--- src/rtl/font_rom_arbiter_pkg.sv ---
// font_rom_pkg: shared font ROM types and default geometry, also used by the VGA controller
package font_rom_pkg;
    localparam int FONT_ADDR_SIZE = 7;
    localparam int FONT_FNT_W = 4;
    typedef enum logic {ARB, STARVE} arb_state_t;
    typedef enum logic [1:0] {OWN_NONE, OWN_P0, OWN_P1} owner_t;
    function automatic logic [7:0] sat_inc8(input logic [7:0] v);
        return (v == 8'hFF) ? v : v + 8'd1;
    endfunction
endpackage

--- src/rtl/font_rom_arbiter_if.sv ---
// font_rom_arbiter_if: client request/response channels plus the ROM macro pins
interface font_rom_arbiter_if #(
    parameter int ADDR_SIZE = 7,
    parameter int FNT_W = 4
);
    logic                 req0_valid;
    logic [ADDR_SIZE-1:0] req0_addr;
    logic                 req0_ready;
    logic                 rsp0_valid;
    logic [FNT_W-1:0]     rsp0_data;
    logic                 req1_valid;
    logic [ADDR_SIZE-1:0] req1_addr;
    logic                 req1_ready;
    logic                 rsp1_valid;
    logic [FNT_W-1:0]     rsp1_data;
    logic                 rom_clk;
    logic [ADDR_SIZE-1:0] rom_addr;
    logic [FNT_W-1:0]     rom_q;
    modport master (
        output req0_valid, req0_addr, req1_valid, req1_addr, rom_q,
        input  req0_ready, rsp0_valid, rsp0_data, req1_ready, rsp1_valid, rsp1_data, rom_clk, rom_addr
    );
    modport slave (
        input  req0_valid, req0_addr, req1_valid, req1_addr, rom_q,
        output req0_ready, rsp0_valid, rsp0_data, req1_ready, rsp1_valid, rsp1_data, rom_clk, rom_addr
    );
endinterface

--- src/rtl/font_rom_arbiter_rom_owner_pipe.sv ---
// rom_owner_pipe: DEPTH-stage shift register tracking which client owns each in-flight ROM read
module rom_owner_pipe
    import font_rom_pkg::*;
#(
    parameter int DEPTH = 1
) (
    input  logic   clk,
    input  logic   rst_n,
    input  owner_t tag_i,
    output owner_t tag_o
);
    owner_t stage_q [DEPTH];
    always_ff @(posedge clk or negedge rst_n) begin
        if (!rst_n) begin
            for (int i = 0; i < DEPTH; i++) stage_q[i] <= OWN_NONE;
        end else begin
            stage_q[0] <= tag_i;
            for (int i = 1; i < DEPTH; i++) stage_q[i] <= stage_q[i-1];
        end
    end
    assign tag_o = stage_q[DEPTH-1];
endmodule

--- src/rtl/font_rom_arbiter.sv ---
// font_rom_arbiter: shares one synchronous font ROM between the VGA renderer (port 0) and a background client (port 1).
// Define FONT_ROM_ARB_STATS_EN to add saturating grant/starve statistics counters.
module font_rom_arbiter
    import font_rom_pkg::*;
#(
    parameter int ADDR_SIZE = FONT_ADDR_SIZE,
    parameter int FNT_W = FONT_FNT_W,
    parameter int ROM_LAT = 1,
    parameter int MAX_WAIT = 8
) (
    input logic clk,
    input logic rst_n,
    input logic blank,
    font_rom_arbiter_if.slave bus
`ifdef FONT_ROM_ARB_STATS_EN
    ,
    input  logic        stat_clr,
    output logic [15:0] stat_grant0,
    output logic [15:0] stat_grant1,
    output logic [15:0] stat_starve
`endif
);
    arb_state_t           state_q, state_d;
    logic [7:0]           wait_q, wait_d;
    logic [ADDR_SIZE-1:0] rom_addr_q, rom_addr_d;
    logic                 rsp0_valid_q, rsp0_valid_d, rsp1_valid_q, rsp1_valid_d;
    logic [FNT_W-1:0]     rsp0_data_q, rsp0_data_d, rsp1_data_q, rsp1_data_d;
    logic                 gnt0, gnt1, xfer0, xfer1, denied, starve_entry;
    owner_t               tag_in, tag_out;
    always_comb begin
        gnt0 = state_q == ARB && (blank ? bus.req0_valid && !bus.req1_valid : bus.req0_valid);
        gnt1 = state_q == STARVE || (blank ? bus.req1_valid : bus.req1_valid && !bus.req0_valid);
        xfer0 = rst_n && gnt0 && bus.req0_valid;
        xfer1 = rst_n && gnt1 && bus.req1_valid;
        denied = bus.req1_valid && !gnt1;
        wait_d = denied ? sat_inc8(wait_q) : 8'd0;
        // >= keeps the forced grant reachable once the counter has saturated
        starve_entry = state_q == ARB && denied && wait_q >= 8'(MAX_WAIT - 1);
        state_d = starve_entry ? STARVE : ARB;
        rom_addr_d = xfer1 ? bus.req1_addr : xfer0 ? bus.req0_addr : rom_addr_q;
        tag_in = xfer0 ? OWN_P0 : xfer1 ? OWN_P1 : OWN_NONE;
        rsp0_valid_d = tag_out == OWN_P0;
        rsp1_valid_d = tag_out == OWN_P1;
        rsp0_data_d = rsp0_valid_d ? bus.rom_q : rsp0_data_q;
        rsp1_data_d = rsp1_valid_d ? bus.rom_q : rsp1_data_q;
    end
    always_ff @(posedge clk or negedge rst_n) begin
        if (!rst_n) begin
            state_q <= ARB;
            wait_q <= 8'd0;
            rom_addr_q <= '0;
            rsp0_valid_q <= 1'b0;
            rsp1_valid_q <= 1'b0;
            rsp0_data_q <= '0;
            rsp1_data_q <= '0;
        end else begin
            state_q <= state_d;
            wait_q <= wait_d;
            rom_addr_q <= rom_addr_d;
            rsp0_valid_q <= rsp0_valid_d;
            rsp1_valid_q <= rsp1_valid_d;
            rsp0_data_q <= rsp0_data_d;
            rsp1_data_q <= rsp1_data_d;
        end
    end
    rom_owner_pipe #(.DEPTH(ROM_LAT)) u_pipe (
        .clk  (clk),
        .rst_n(rst_n),
        .tag_i(tag_in),
        .tag_o(tag_out)
    );
    assign bus.req0_ready = rst_n && gnt0;
    assign bus.req1_ready = rst_n && gnt1;
    assign bus.rsp0_valid = rsp0_valid_q;
    assign bus.rsp1_valid = rsp1_valid_q;
    assign bus.rsp0_data = rsp0_data_q;
    assign bus.rsp1_data = rsp1_data_q;
    assign bus.rom_clk = clk;
    assign bus.rom_addr = rom_addr_q;
`ifdef FONT_ROM_ARB_STATS_EN
    logic [15:0] grant0_q, grant1_q, starve_q;
    always_ff @(posedge clk or negedge rst_n) begin
        if (!rst_n) begin
            grant0_q <= 16'd0;
            grant1_q <= 16'd0;
            starve_q <= 16'd0;
        end else if (stat_clr) begin
            grant0_q <= 16'd0;
            grant1_q <= 16'd0;
            starve_q <= 16'd0;
        end else begin
            grant0_q <= grant0_q + 16'(xfer0 && grant0_q != 16'hFFFF);
            grant1_q <= grant1_q + 16'(xfer1 && grant1_q != 16'hFFFF);
            starve_q <= starve_q + 16'(starve_entry && starve_q != 16'hFFFF);
        end
    end
    assign stat_grant0 = grant0_q;
    assign stat_grant1 = grant1_q;
    assign stat_starve = starve_q;
`endif
endmodule

--- src/flat_wrapper.sv ---
// flat-port wrapper written by rule: the top's interface ports become plain ports
module font_rom_arbiter_flat import font_rom_pkg::*;
#(
    parameter int ADDR_SIZE = FONT_ADDR_SIZE,
    parameter int FNT_W = FONT_FNT_W,
    parameter int ROM_LAT = 1,
    parameter int MAX_WAIT = 8
)
  (clk, rst_n, blank, bus_req0_valid, bus_req0_addr, bus_req1_valid, bus_req1_addr, bus_rom_q, bus_req0_ready, bus_rsp0_valid, bus_rsp0_data, bus_req1_ready, bus_rsp1_valid, bus_rsp1_data, bus_rom_clk, bus_rom_addr);
  font_rom_arbiter_if #(.ADDR_SIZE(ADDR_SIZE), .FNT_W(FNT_W)) bus_i ();
  input logic clk;
  input logic rst_n;
  input logic blank;
  input wire logic [$bits(bus_i.req0_valid)-1:0] bus_req0_valid;
  input wire logic [$bits(bus_i.req0_addr)-1:0] bus_req0_addr;
  input wire logic [$bits(bus_i.req1_valid)-1:0] bus_req1_valid;
  input wire logic [$bits(bus_i.req1_addr)-1:0] bus_req1_addr;
  input wire logic [$bits(bus_i.rom_q)-1:0] bus_rom_q;
  output wire logic [$bits(bus_i.req0_ready)-1:0] bus_req0_ready;
  output wire logic [$bits(bus_i.rsp0_valid)-1:0] bus_rsp0_valid;
  output wire logic [$bits(bus_i.rsp0_data)-1:0] bus_rsp0_data;
  output wire logic [$bits(bus_i.req1_ready)-1:0] bus_req1_ready;
  output wire logic [$bits(bus_i.rsp1_valid)-1:0] bus_rsp1_valid;
  output wire logic [$bits(bus_i.rsp1_data)-1:0] bus_rsp1_data;
  output wire logic [$bits(bus_i.rom_clk)-1:0] bus_rom_clk;
  output wire logic [$bits(bus_i.rom_addr)-1:0] bus_rom_addr;
  assign bus_i.req0_valid = bus_req0_valid;
  assign bus_i.req0_addr = bus_req0_addr;
  assign bus_i.req1_valid = bus_req1_valid;
  assign bus_i.req1_addr = bus_req1_addr;
  assign bus_i.rom_q = bus_rom_q;
  assign bus_req0_ready = bus_i.req0_ready;
  assign bus_rsp0_valid = bus_i.rsp0_valid;
  assign bus_rsp0_data = bus_i.rsp0_data;
  assign bus_req1_ready = bus_i.req1_ready;
  assign bus_rsp1_valid = bus_i.rsp1_valid;
  assign bus_rsp1_data = bus_i.rsp1_data;
  assign bus_rom_clk = bus_i.rom_clk;
  assign bus_rom_addr = bus_i.rom_addr;
  font_rom_arbiter #(.ADDR_SIZE(ADDR_SIZE), .FNT_W(FNT_W), .ROM_LAT(ROM_LAT), .MAX_WAIT(MAX_WAIT)) u_core (.clk(clk), .rst_n(rst_n), .blank(blank), .bus(bus_i));
endmodule
--- config.mk ---
export PLATFORM = sky130hd
export DESIGN_NAME = font_rom_arbiter_flat
export DESIGN_NICKNAME = d
export VERILOG_FILES = /design/src/rtl/font_rom_arbiter_pkg.sv /design/src/rtl/font_rom_arbiter_if.sv /design/src/rtl/font_rom_arbiter_rom_owner_pipe.sv /design/src/rtl/font_rom_arbiter.sv /design/src/flat_wrapper.sv
export SDC_FILE = /design/constraint.sdc
export NUM_CORES = 1
export LEC_CHECK = 0
export CAP_MARGIN = 20
export CORE_ASPECT_RATIO = 1.4
export CORE_MARGIN = 1.5
export CORE_UTILIZATION = 25
export DETAILED_ROUTE_END_ITERATION = 16
export PLACE_DENSITY = 0.57
export SLEW_MARGIN = 10
export SYNTH_ARGS = -nofsm -noshare
export SYNTH_HDL_FRONTEND = slang
export SYNTH_SLANG_ARGS = --single-unit
--- constraint.sdc ---
create_clock -name clk -period 1.9 [get_ports clk]
set_input_delay 0.285 -clock clk [delete_from_list [all_inputs] [get_ports clk]]
set_output_delay 0.285 -clock clk [all_outputs]
set_load 0.02 [all_outputs]
After elaboration in Yosys (flattened, before gate mapping)
Cells that the tools add are included.
{"block": "totals", "ff_bits": 28, "input_bits": 23, "out_inout_bits": 20, "wordCells": 39}
{"block": "op_classes", "addsub": 1, "n_lt_le_gt_ge": 1, "eq_ne": 4, "n_mux": 9, "n_bitwise": 1, "reduce_logical": 15}
{"operator": "8-bit two-way mux", "n": 2}
{"operator": "7-bit two-way mux", "n": 2}
{"operator": "1-bit logical AND", "n": 10}
{"operator": "8-bit by 1-bit adder with 8-bit output (second input constant)", "n": 1}
{"operator": "8-bit equality test (second input constant)", "n": 1}
{"operator": "8-bit by 3-bit >= comparator with 1-bit output (second input constant)", "n": 1}
{"operator": "2-bit two-way mux", "n": 2}
{"operator": "1-bit logical NOT", "n": 3}
{"operator": "1-bit two-way mux", "n": 3}
{"operator": "2-bit by 1-bit equality test with 1-bit output (second input constant)", "n": 1}
{"operator": "2-bit equality test (second input constant)", "n": 1}
{"operator": "2-bit != test (second input constant)", "n": 1}
{"operator": "2-bit nonzero test", "n": 1}
{"operator": "1-bit logical OR", "n": 1}
{"operator": "1-bit inverter", "n": 1}

Longest topological paths before layout
{"block": "logic_depth", "word_depth": 9, "depth_mapped": 5, "mapped_depth_nobuf": 4}

Hierarchy
A second synthesis with hierarchy kept.
{"block": "hier_totals", "cells_unflattened": 128, "hier_area_um2": 1382.6}
{"mod": "font_rom_arbiter", "n_inst": 1, "cells_per_inst": 126, "area_per_inst_um2": 1332.5, "seq_area_each_um2": 650.6}
{"mod": "rom_owner_pipe", "n_inst": 1, "cells_per_inst": 2, "area_per_inst_um2": 50.0, "seq_area_each_um2": 50.0}

==> flow_summary.toml <==
[layout]
seqCellArea_um2 = 701
antennaDiodeCount = 0
syn_to_final_growth_pct = 47.3
layout-drive-gt1-share_pct = 17.7
multi_input_area_um2 = 592
final_area_um2 = 2000
final_nets = 200
fillers = 532

[drt]
post-route-drc-count = 0
routed_wl_um = 3310
firstDrtPassIters = 4
first_iter_violations = 40
ant_nets = 0
wire_per_inst_um = 13.7
vias = 1183
viasPerCell = 4.91

[yosys]
synth-xor-area-share_pct = 0
seq_area_frac_synth_pct = 51.6
synth_compound_area_share_pct = 14.1
synth_top_family_by_area = "simple AND/OR/NAND/NOR gates"
netlist_area_um2 = 1360
ys_types = 31
yosys.area_share.simple_pct = 21.1
synth-adder-area-share_pct = 0.921
syn_area_per_cell_um2 = 10.9
synth_mux_area_share_pct = 7.46
synthesis.nets = 149
synthCells = 125
synth-seq-cells = 28
ys_warn_count = 0

[global_routing]
grt-ovfl-total = 0
antenna_found_initial = 0
use_met2_pct = 18.3
grt_use_total_pct = 11.5
busiest_layer = "met2"
use_met1_pct = 14.6
grt_pass1_vias = 1162
gr-usage-met3_pct = 2.50
grt_max_degree = 23
grt_pass1_wl_um = 5290

[timing]
clock.fmax_ghz = 0.564
period_share_pct = 93.4
slew_viol_final = 0
rsz0062_at_grt = "false"
finalHoldViolCount = 0
slew_headroom_pct = 71.8
worstMarginPinSlew_ps = 422
layout_min_cycle_time_ps = 1770
finClkSkew_ps = 2.83
setup_tns_ps = 0
setup_viol = 0

[power_and_ir_drop]
ir_drop_mv = 0.295
power_density_nw_per_um2 = 894
leakagePower_nw = 0.838
power_mw = 1.79

[flow_run]
max-cap-violations = 0

[die]
dieHeight_um = 90.2
fp.dieW_um = 65.3
rows = 31
io_pins = 43
initial_core_util_pct = 26.1
die_area_um2 = 5890
core_um2 = 5200

[cts]
post_cts_buffers = 0
insertion_delay_ps = 380
clk_pin_slew_worst_paths_ps = 100
cts_tree = "built"

[outcome]
run_status = "finished, final reports clean"

[worst_setup_path]
worstSetupEndpointType = "output pin"
r2r_start = "u_core.state_q"
rrSetupSlack_ps = 440
worstPathRequired_ps = 1620
start_kind = "input port"
path_class = "input port to output pin"
cp.arrival_ps = 1490
timing.rr.end = "u_core.bus.rom_addr[1]"
crit_path_max_fanout = 3
rr_worst_depth = 3

[min_path]
hold_class = "input port to asynchronous set/reset pin"

[placed_design]
placed_area_um2 = 1890
hpwl_um = 2470
io_buffers = 42
gp_congestion = 0.712
==> cell type report <==
type / count / share of cell area, %
flip-flops and latches: 28 / 35.0
clock buffers: 7 / 4.56
repair buffers: 53 / 24.9
inverters: 2 / 0.375
clock inverters: 1 / 1.50
multi-input cells: 84 / 29.6
well taps: 66 / 4.13
==> how the worst max path moves through the flow <==
stage               cells after the start      startpoint             end
floorplan                               3  u_core.state_q  bus_req0_ready
global placement                        4           rst_n  bus_req0_ready
detailed placement                      4           blank  bus_req0_ready
CTS                                     2  u_core.state_q  bus_req0_ready
global route                            2  u_core.state_q  bus_req0_ready
finish                                  4           rst_n  bus_req0_ready
==> state kept, by name, summed over array words and instances (netlist names) <==
name                   count
u_core.wait_q              8
u_core.bus.rom_addr        7
u_core.bus.rsp0_data       4
u_core.bus.rsp1_data       4
u_core.u_pipe.tag_o        2
u_core.bus.rsp0_valid      1
u_core.bus.rsp1_valid      1
u_core.state_q             1
==> synth_stat cells, drive strengths merged <==
cell / count / area, um2
nor2b: 2 / 12.5
buf: 6 / 38.8
a21oi: 3 / 15.0
and2: 1 / 8.76
o21ai: 1 / 5.00
and3: 3 / 18.8
clkbuf: 5 / 20.0
and4: 1 / 8.76
nand4bb: 1 / 11.3
nor3: 15 / 75.1
a311oi: 1 / 8.76
o31ai: 7 / 52.6
or4b: 7 / 70.1
nand2: 4 / 15.0
nor2: 2 / 7.51
nand3: 3 / 15.0
o21bai: 1 / 7.51
inv: 2 / 7.51
nand4: 2 / 12.5
a31oi: 14 / 87.6
mux2: 9 / 101
ha: 1 / 12.5
nand2b: 2 / 12.5
nor3b: 1 / 12.5
or2: 1 / 6.26
a21boi: 1 / 7.51
a211oi: 1 / 7.51
dfrtp: 28 / 701
==> metal layers <==
layer	part of all wire [%]	routed length, um
met5	0	0
met2	50	1660
met1	44	1450
met4	1.4	45
met3	4.5	148
==> report_power, final <==
part | internal, mW | leakage (nW) | total, mW | switching, mW
Clock | 0.436 | 0.0625 | 0.693 | 0.257
Sequential | 0.661 | 0.353 | 0.694 | 0.0330
Combinational | 0.219 | 0.422 | 0.403 | 0.183
==> logic make-up (layout without fill, tap and decap cells) <==
family | count (synthesis) | in the layout
adders and majority gates | 1 | 1
muxes | 9 | 9
and+or+nand+nor | 45 | 45
buffers and inverters | 13 | 63
DFF | 28 | 28
AOI/OAI and AO/OA | 29 | 29
==> cells in the final DEF, fill, tap and decap left out, types with 2 or more instances in the layout <==
| cell type | netlist | routed |
|---|---|---|
| nor2b_1 | 2 | 2 |
| inv_1 | 2 | 2 |
| o31ai_1 | 7 | 7 |
| nor3_1 | 15 | 15 |
| mux2_2 | 9 | 9 |
| nand2b_1 | 2 | 2 |
| a31oi_1 | 14 | 14 |
| clkbuf_8 | 0 | 6 |
| or4b_1 | 7 | 7 |
| nand3_1 | 3 | 3 |
| nor2_1 | 2 | 2 |
| and3_1 | 3 | 3 |
| clkdlybuf4s50_1 | 0 | 39 |
| nand4_1 | 2 | 2 |
| nand2_1 | 4 | 4 |
| a21oi_1 | 3 | 3 |
| buf_4 | 1 | 12 |
| dfrtp_1 | 28 | 28 |
| dlygate4sd2_1 | 0 | 3 |
==> through the flow <==
stage / hold slack (ps) / worst slack, ps / cells / utilization (%)
final: 381 / 126 / 241 / 38.5
after global routing: 383 / 96.4 / 241 / 38.5
after CTS: 364 / 116 / 241 / 38.5
after detailed placement: 491 / -168 / 234 / 36.4
after global placement: 491 / -148 / 234 / 36.4
after floorplan: -10.6 / 420 / 125 / -
==> timing repair <==
item | CTS | global route
gates resized for setup | 3 | 0
endpoints found under the setup margin | 3 | 0
hold buffers | 0 | 0
==> critical path, stage by stage <==
cell	delay [ps]
clkdlybuf4s50_1	550
nand2_1	90
nor3_1	180
dlygate4sd2_1	380
Power figures use the tool's default switching activity.
